===== src/rtl/imem_loader.sv =====
// imem_loader: boot-time program loader. Assembles a little-endian byte
// stream (LEN, N data words, CHK) into 32-bit words, writes them to
// instruction/data memory and verifies a trailing XOR checksum.
module imem_loader #(
    parameter int          MEM_DEPTH = 1024,
    parameter logic [31:0] BASE_ADDR = 32'h0,
    localparam int         WW        = $clog2(MEM_DEPTH) + 1
) (
    input  logic          clk,
    input  logic          reset,
    input  logic          start,
    input  logic          byte_valid,
    input  logic [7:0]    byte_data,
    output logic          byte_ready,
    output logic [31:0]   mem_addr,
    output logic [31:0]   mem_din,
    output logic          mem_write,
    output logic          busy,
    output logic          done,
    output logic          error,
    output logic [WW-1:0] words_written
);

    typedef enum logic [2:0] {
        ST_IDLE  = 3'd0,
        ST_LEN   = 3'd1,
        ST_DATA  = 3'd2,
        ST_WRITE = 3'd3,
        ST_SUM   = 3'd4,
        ST_DONE  = 3'd5,
        ST_ERR   = 3'd6
    } state_t;

    localparam logic [31:0] LP_DEPTH = 32'(MEM_DEPTH);

    state_t        r_state;
    state_t        w_next_state;
    logic [1:0]    r_byte_cnt;
    logic [31:0]   r_shift;
    logic [31:0]   r_len;
    logic [31:0]   r_xor;
    logic [WW-1:0] r_words;
    logic [31:0]   r_mem_addr;
    logic [31:0]   r_mem_din;
    logic          r_mem_write;
    logic          r_byte_ready;
    logic          r_busy;
    logic          r_done;
    logic          r_error;

    logic          w_accept;
    logic          w_last_byte;
    logic          w_start_take;
    logic [31:0]   w_assembled;
    logic [31:0]   w_words_next;
    logic [31:0]   w_word_offset;

    // A transfer happens only when the registered ready and the source's valid coincide.
    assign w_accept      = byte_valid & r_byte_ready;
    assign w_last_byte   = (r_byte_cnt == 2'd3);
    assign w_start_take  = start & ((r_state == ST_IDLE) | (r_state == ST_DONE) | (r_state == ST_ERR));
    // First byte of a word ends up in bits [7:0] after four shifts.
    assign w_assembled   = {byte_data, r_shift[31:8]};
    assign w_words_next  = {{(32-WW){1'b0}}, r_words} + 32'd1;
    assign w_word_offset = {{(32-WW-2){1'b0}}, r_words, 2'b00};

    // State register.
    always_ff @(posedge clk or posedge reset) begin
        if (reset) begin
            r_state <= ST_IDLE;
        end else begin
            r_state <= w_next_state;
        end
    end

    // Next-state decode for the load sequence.
    always_comb begin
        w_next_state = r_state;
        case (r_state)
            ST_IDLE, ST_DONE, ST_ERR: begin
                if (start) begin
                    w_next_state = ST_LEN;
                end else begin
                    w_next_state = r_state;
                end
            end
            ST_LEN: begin
                if (w_accept && w_last_byte) begin
                    if (w_assembled > LP_DEPTH) begin
                        w_next_state = ST_ERR;
                    end else if (w_assembled == 32'd0) begin
                        w_next_state = ST_SUM;
                    end else begin
                        w_next_state = ST_DATA;
                    end
                end else begin
                    w_next_state = ST_LEN;
                end
            end
            ST_DATA: begin
                if (w_accept && w_last_byte) begin
                    w_next_state = ST_WRITE;
                end else begin
                    w_next_state = ST_DATA;
                end
            end
            ST_WRITE: begin
                if (w_words_next == r_len) begin
                    w_next_state = ST_SUM;
                end else begin
                    w_next_state = ST_DATA;
                end
            end
            ST_SUM: begin
                if (w_accept && w_last_byte) begin
                    if (w_assembled == r_xor) begin
                        w_next_state = ST_DONE;
                    end else begin
                        w_next_state = ST_ERR;
                    end
                end else begin
                    w_next_state = ST_SUM;
                end
            end
            default: w_next_state = ST_IDLE;
        endcase
    end

    // Datapath and registered outputs; status flags follow the next state so they are valid one cycle after the deciding edge.
    always_ff @(posedge clk or posedge reset) begin
        if (reset) begin
            r_byte_cnt   <= 2'd0;
            r_shift      <= 32'd0;
            r_len        <= 32'd0;
            r_xor        <= 32'd0;
            r_words      <= '0;
            r_mem_addr   <= BASE_ADDR;
            r_mem_din    <= 32'd0;
            r_mem_write  <= 1'b0;
            r_byte_ready <= 1'b0;
            r_busy       <= 1'b0;
            r_done       <= 1'b0;
            r_error      <= 1'b0;
        end else begin
            r_byte_ready <= (w_next_state == ST_LEN) | (w_next_state == ST_DATA) | (w_next_state == ST_SUM);
            r_busy       <= (w_next_state == ST_LEN) | (w_next_state == ST_DATA) |
                            (w_next_state == ST_WRITE) | (w_next_state == ST_SUM);
            r_mem_write  <= (w_next_state == ST_WRITE);
            r_done       <= (w_next_state == ST_DONE);
            r_error      <= (w_next_state == ST_ERR);
            if (w_start_take) begin
                r_byte_cnt <= 2'd0;
                r_words    <= '0;
                r_xor      <= 32'd0;
            end else begin
                if (w_accept) begin
                    r_byte_cnt <= r_byte_cnt + 2'd1;
                    r_shift    <= w_assembled;
                end
                if ((r_state == ST_LEN) && w_accept && w_last_byte) begin
                    r_len <= w_assembled;
                end
                if ((r_state == ST_DATA) && w_accept && w_last_byte) begin
                    r_mem_din  <= w_assembled;
                    r_mem_addr <= BASE_ADDR + w_word_offset;
                end
                if (r_state == ST_WRITE) begin
                    r_xor   <= r_xor ^ r_mem_din;
                    r_words <= r_words + {{(WW-1){1'b0}}, 1'b1};
                end
            end
        end
    end

    assign byte_ready    = r_byte_ready;
    assign mem_addr      = r_mem_addr;
    assign mem_din       = r_mem_din;
    assign mem_write     = r_mem_write;
    assign busy          = r_busy;
    assign done          = r_done;
    assign error         = r_error;
    assign words_written = r_words;

endmodule


===== config.mk =====
export PLATFORM = sky130hd
export DESIGN_NAME = imem_loader
export DESIGN_NICKNAME = d
export VERILOG_FILES = /design/src/rtl/imem_loader.sv
export SDC_FILE = /design/constraint.sdc
export NUM_CORES = 1
export LEC_CHECK = 0
export CAP_MARGIN = 30
export CORE_MARGIN = 2
export CORE_UTILIZATION = 55
export DETAILED_ROUTE_END_ITERATION = 16
export GPL_TIMING_DRIVEN = 0
export PLACE_DENSITY = 0.76
export SETUP_SLACK_MARGIN = 0.15
export SYNTH_ARGS = -nofsm -noshare
export SYNTH_HDL_FRONTEND = slang
export SYNTH_SLANG_ARGS = --single-unit

===== constraint.sdc =====
create_clock -name clk -period 7.2 [get_ports clk]
set_input_delay 1.44 -clock clk [delete_from_list [all_inputs] [get_ports clk]]
set_output_delay 1.44 -clock clk [all_outputs]
set_load 0.005 [all_outputs]

==> run summary <==
The flow ran to the end, and the final reports show no timing, DRC or antenna violations. Setup slack closes at 3510 ps. The vias per cell was 5.45; the mux share of post-synthesis cell area was 15.9%. The pin count of the biggest net entering global routing was 79.

The synthesized netlist contains 54 unique library cells. For the residual DRC count, the log shows 0. The tools report the final number of hold-violating endpoints as 0. Before CTS, the worst setup slack after placement is 3110 ps. The worst setup path is of the input pin to register kind. Summing the areas of all compound-gate instances in the mapped netlist gives 3.03% of the synthesized area.

The run gives 4590 ps as the minimum setup slack among reg-to-reg paths. Static timing analysis puts the maximum clock frequency at 271 MHz. The initial utilization of the core area, before any placement, comes to 56.4%. Setup repair after global routing left no endpoint under its margin. The synthesized netlist devotes 0.350% of its cell area to adder and majority cells. Of the synthesized area, sequential elements account for 53.2%.

The run gives 0.00877 mm^2 as the final non-filler cell area. The capturing instance or port of the critical path was byte_ready. Summing the areas of all and, or, nand and nor instances in the mapped netlist gives 12.0% of the synthesized area.

Count of non-filler cells in the finished layout: 892. For the worst-skew pair, the clock arrives at the later sink with an insertion delay of 420 ps. For the number of nets in the finished design, the log shows 721. Wires add up to 15.9 mm.

The number of top-level pins came out at 92. The mapped netlist covers 0.00714 mm^2. The data required time at the worst endpoint came out at 7470 ps. For this design the total switching power over the nets is 1.25 mW. Class of the tightest hold or removal check: register to register. Combinational logic burns 33.6% of the power. After detailed routing, the average wire length per cell comes to 17.8 um. Die area: 0.0139 mm^2. The violation count after the first detailed-route iteration came out at 371.

For this design the static power due to leakage is 3.85 nW. The sum of net half-perimeters after detailed placement came out at 11.2 mm. The fraction of final layout cells with drive strength greater than 1 is 24.7%, and the first-pass GRT wire length is 26.8 mm. The part of the power in registers is 42.5%.

Root buffer cell: sky130_fd_sc_hd__clkbuf_16. The number of buffers created by CTS came out at 17. Hold repair after CTS inserted 0 buffers. The xor and xnor area share after synthesis was 11.0%.

Global routing finished with a remaining overflow of 0. The async set-reset flop share out of synthesis is 100%, and the worst-margin pin slew is 710 ps. In the synthesized netlist the dominant register cell turns out to be sky130_fd_sc_hd__dfrtp_1. The number of detailed-routing iterations run before antenna repair was 5.

Measured along the x axis, the die boundary spans 118 um. Overall power consumption after layout is estimated at 3.74 mW. The clock tree skew after final layout is 7.72 ps. The number of max-cap violations was 0. The startpoint of the worst setup timing path is byte_data[7].

The clock network burns 24.0% of the power. The startpoint type of the worst setup path was an input pin. For the count of pins over their slew limit, the log shows 0. In this run the power density over the cells is 426 mW/mm^2.

After clock tree synthesis, the clock-pin slew on the worst setup and hold paths is 60 ps. The number of flip-flops and latches in the synthesized netlist was 152. In the layout the commonest cells are sky130_fd_sc_hd__dfrtp_1, sky130_fd_sc_hd__mux2_2, sky130_fd_sc_hd__xor2_1, sky130_fd_sc_hd__clkdlybuf4s50_1, sky130_fd_sc_hd__nor2_1. The number of antenna diodes is 0, and the post-CTS setup buffer count is 0. The total area inside the core boundary comes to 0.0127 mm^2. The tightest hold path in the finished design has a slack of 503 ps. In this run, synthesis inferred 0 flip-flops with an integrated enable. Of the available clock period, the critical path in the final layout requires 51.2%. The internal portion of the total power is 2.48 mW. The tools report the signal arrival time at the worst endpoint as 3960 ps. The run gives 4 as the count of H-tree levels built during CTS. The worst register-to-register path begins at r_shift[30]. TritonCTS built the clock tree.

Count of warnings emitted by yosys: 0. The post-cts gate resize count was 0; the mean instance size in the synthesized netlist was 12.0 um^2. Leaving out fill and tap cells, the most frequent cell in the layout is sky130_fd_sc_hd__dfrtp_1. The floorplan step set the die height to 118 um. Relative to the synthesized area, the layout overhead comes to 22.8%. Routability-driven placement finished with a final weighted congestion of 0.884.

For this design, the sink count on the clock tree is 152. Largest family of logic cells by synthesized area: multiplexers. The total placed cells including tap cells was 860; the aggregate global-route resource usage was 24.6%. In this run the worst path has a maximum fanout of 5.

The number of cells on the worst reg-to-reg path is 7. Measured against its own limit, the worst slew margin works out to 52.7%. The time the final worst path needs with I/O delays and setup is 3690 ps. The final route contains 4858 vias. In this run the core area contains 41 standard-cell rows. The post-detailed-placement cell area is 0.00817 mm^2.

In this run switching power makes up 33.5% of total power. Setup violations remaining at the end of the flow were counted as 0. The cell count after synthesis came out at 596. The initial antenna violation count was 0; the quantity of I/O buffers inserted on ports was 70. For the number of global-route vias before repair, the log shows 4951.

The worst setup path is captured at a register. Counting along the longest clock path gives a buffer depth of 2. The endpoint of the most critical register-to-register path was byte_ready. The peak supply drop is 227 uV.

In this run the remaining antenna-violating nets after routing total 0.
[power groups by stage]
stage | clock (mW) | sequential [mW] | combinational [mW]
detailed placement | 0 | 1.59 | 1.25
CTS | 0.903 | 1.58 | 1.26
finish | 0.895 | 1.59 | 1.25
floorplan | 0 | 1.50 | 0.758
global placement | 0 | 1.57 | 1.21
global route | 0.943 | 1.64 | 1.38
[state kept, by name, summed over array words and instances (netlist names)]
| name | cells |
|---|---|
| r_shift | 24 |
| words_written | 11 |
| r_len | 32 |
| r_byte_cnt | 2 |
| mem_addr | 11 |
| mem_write | 1 |
| done | 1 |
| r_state | 3 |
| r_xor | 32 |
| mem_din | 32 |
| byte_ready | 1 |
| busy | 1 |
| error | 1 |
[logic make-up (layout without fill, tap and decap cells)]
kind of cell | after synthesis | in the layout
AO/OA/AOI/OAI | 32 | 32
XOR/XNOR | 89 | 89
adder cells (fa/ha/maj) | 2 | 2
buffers and inverters | 49 | 153
flip-flops | 152 | 152
multiplexers | 101 | 101
other | 1 | 21
AND/OR/NAND/NOR | 170 | 170
[layout make-up]
cell class                      instances  area (um^2)
Inverter                                3         16.3
Buffer                                 46          304
Fill cell                             932         3900
Clock buffer                           21          480
Timing Repair Buffer                   72          733
Tap cell                              172          215
Clock inverter                         11          120
Sequential cell                       152         3800
Multi-Input combinational cell        415         3100
[metrics by stage]
step           TNS, ps  util, %
2_1_floorplan        0        -
3_3_place_gp     -9240     64.2
3_5_place_dp         0     64.5
4_1_cts              0     69.2
5_1_grt              0     69.2
6_report             0     69.2
[synthesized netlist by cell type (2+ instances only)]
cell type                  count  area (um^2)
sky130_fd_sc_hd__dfrtp_1     152         3800
sky130_fd_sc_hd__mux2_2       99         1110
sky130_fd_sc_hd__xor2_1       70          613
sky130_fd_sc_hd__nor2_1       53          199
sky130_fd_sc_hd__nand2_1      47          176
sky130_fd_sc_hd__nor4_1       22          138
sky130_fd_sc_hd__buf_4        21          158
sky130_fd_sc_hd__xnor2_1      18          158
sky130_fd_sc_hd__nand3_1       9         45.0
sky130_fd_sc_hd__o21ai_0       9         45.0
sky130_fd_sc_hd__clkbuf_1      8         30.0
sky130_fd_sc_hd__nor3_1        8         40.0
sky130_fd_sc_hd__a21oi_1       7         35.0
sky130_fd_sc_hd__buf_1         6         22.5
sky130_fd_sc_hd__buf_2         6         30.0
sky130_fd_sc_hd__nand4_1       6         37.5
sky130_fd_sc_hd__or3_1         4         25.0
sky130_fd_sc_hd__and2_1        3         18.8
sky130_fd_sc_hd__clkbuf_8      3         41.3
sky130_fd_sc_hd__inv_1         3         11.3
sky130_fd_sc_hd__nor4b_1       3         26.3
sky130_fd_sc_hd__a211oi_1      2         15.0
sky130_fd_sc_hd__a31oi_1       2         12.5
sky130_fd_sc_hd__and3_1        2         12.5
sky130_fd_sc_hd__buf_6         2         22.5
sky130_fd_sc_hd__ha_1          2         25.0
sky130_fd_sc_hd__mux2i_1       2         20.0
[per-layer routing]
metal	track usage [%]	vias up	wire length, um
li1	-	2250	-
met1	32.5	2402	6880
met4	9.49	0	403
met3	4.41	26	756
met5	0	-	0
met2	40.6	180	7880
[worst max-delay path, stage by stage]
cell	delay (ps)
sky130_fd_sc_hd__clkdlybuf4s50_1	510
sky130_fd_sc_hd__xor2_1	210
sky130_fd_sc_hd__nor4_1	570
sky130_fd_sc_hd__nand4_1	270
sky130_fd_sc_hd__o2111ai_1	230
sky130_fd_sc_hd__o21ai_0	200
sky130_fd_sc_hd__nor4b_1	440
sky130_fd_sc_hd__nor3_1	100
[how the worst min path moves through the flow]
stage,startpoint,to,depth (start not counted)
2_1_floorplan,r_len[12],r_len[12],1
3_3_place_gp,mem_addr[5],mem_addr[5],1
3_5_place_dp,mem_addr[11],mem_addr[11],1
4_1_cts,mem_addr[9],mem_addr[9],1
5_1_grt,mem_addr[8],mem_addr[8],1
6_report,mem_addr[5],mem_addr[5],1
(Power assumes the default switching activity.)
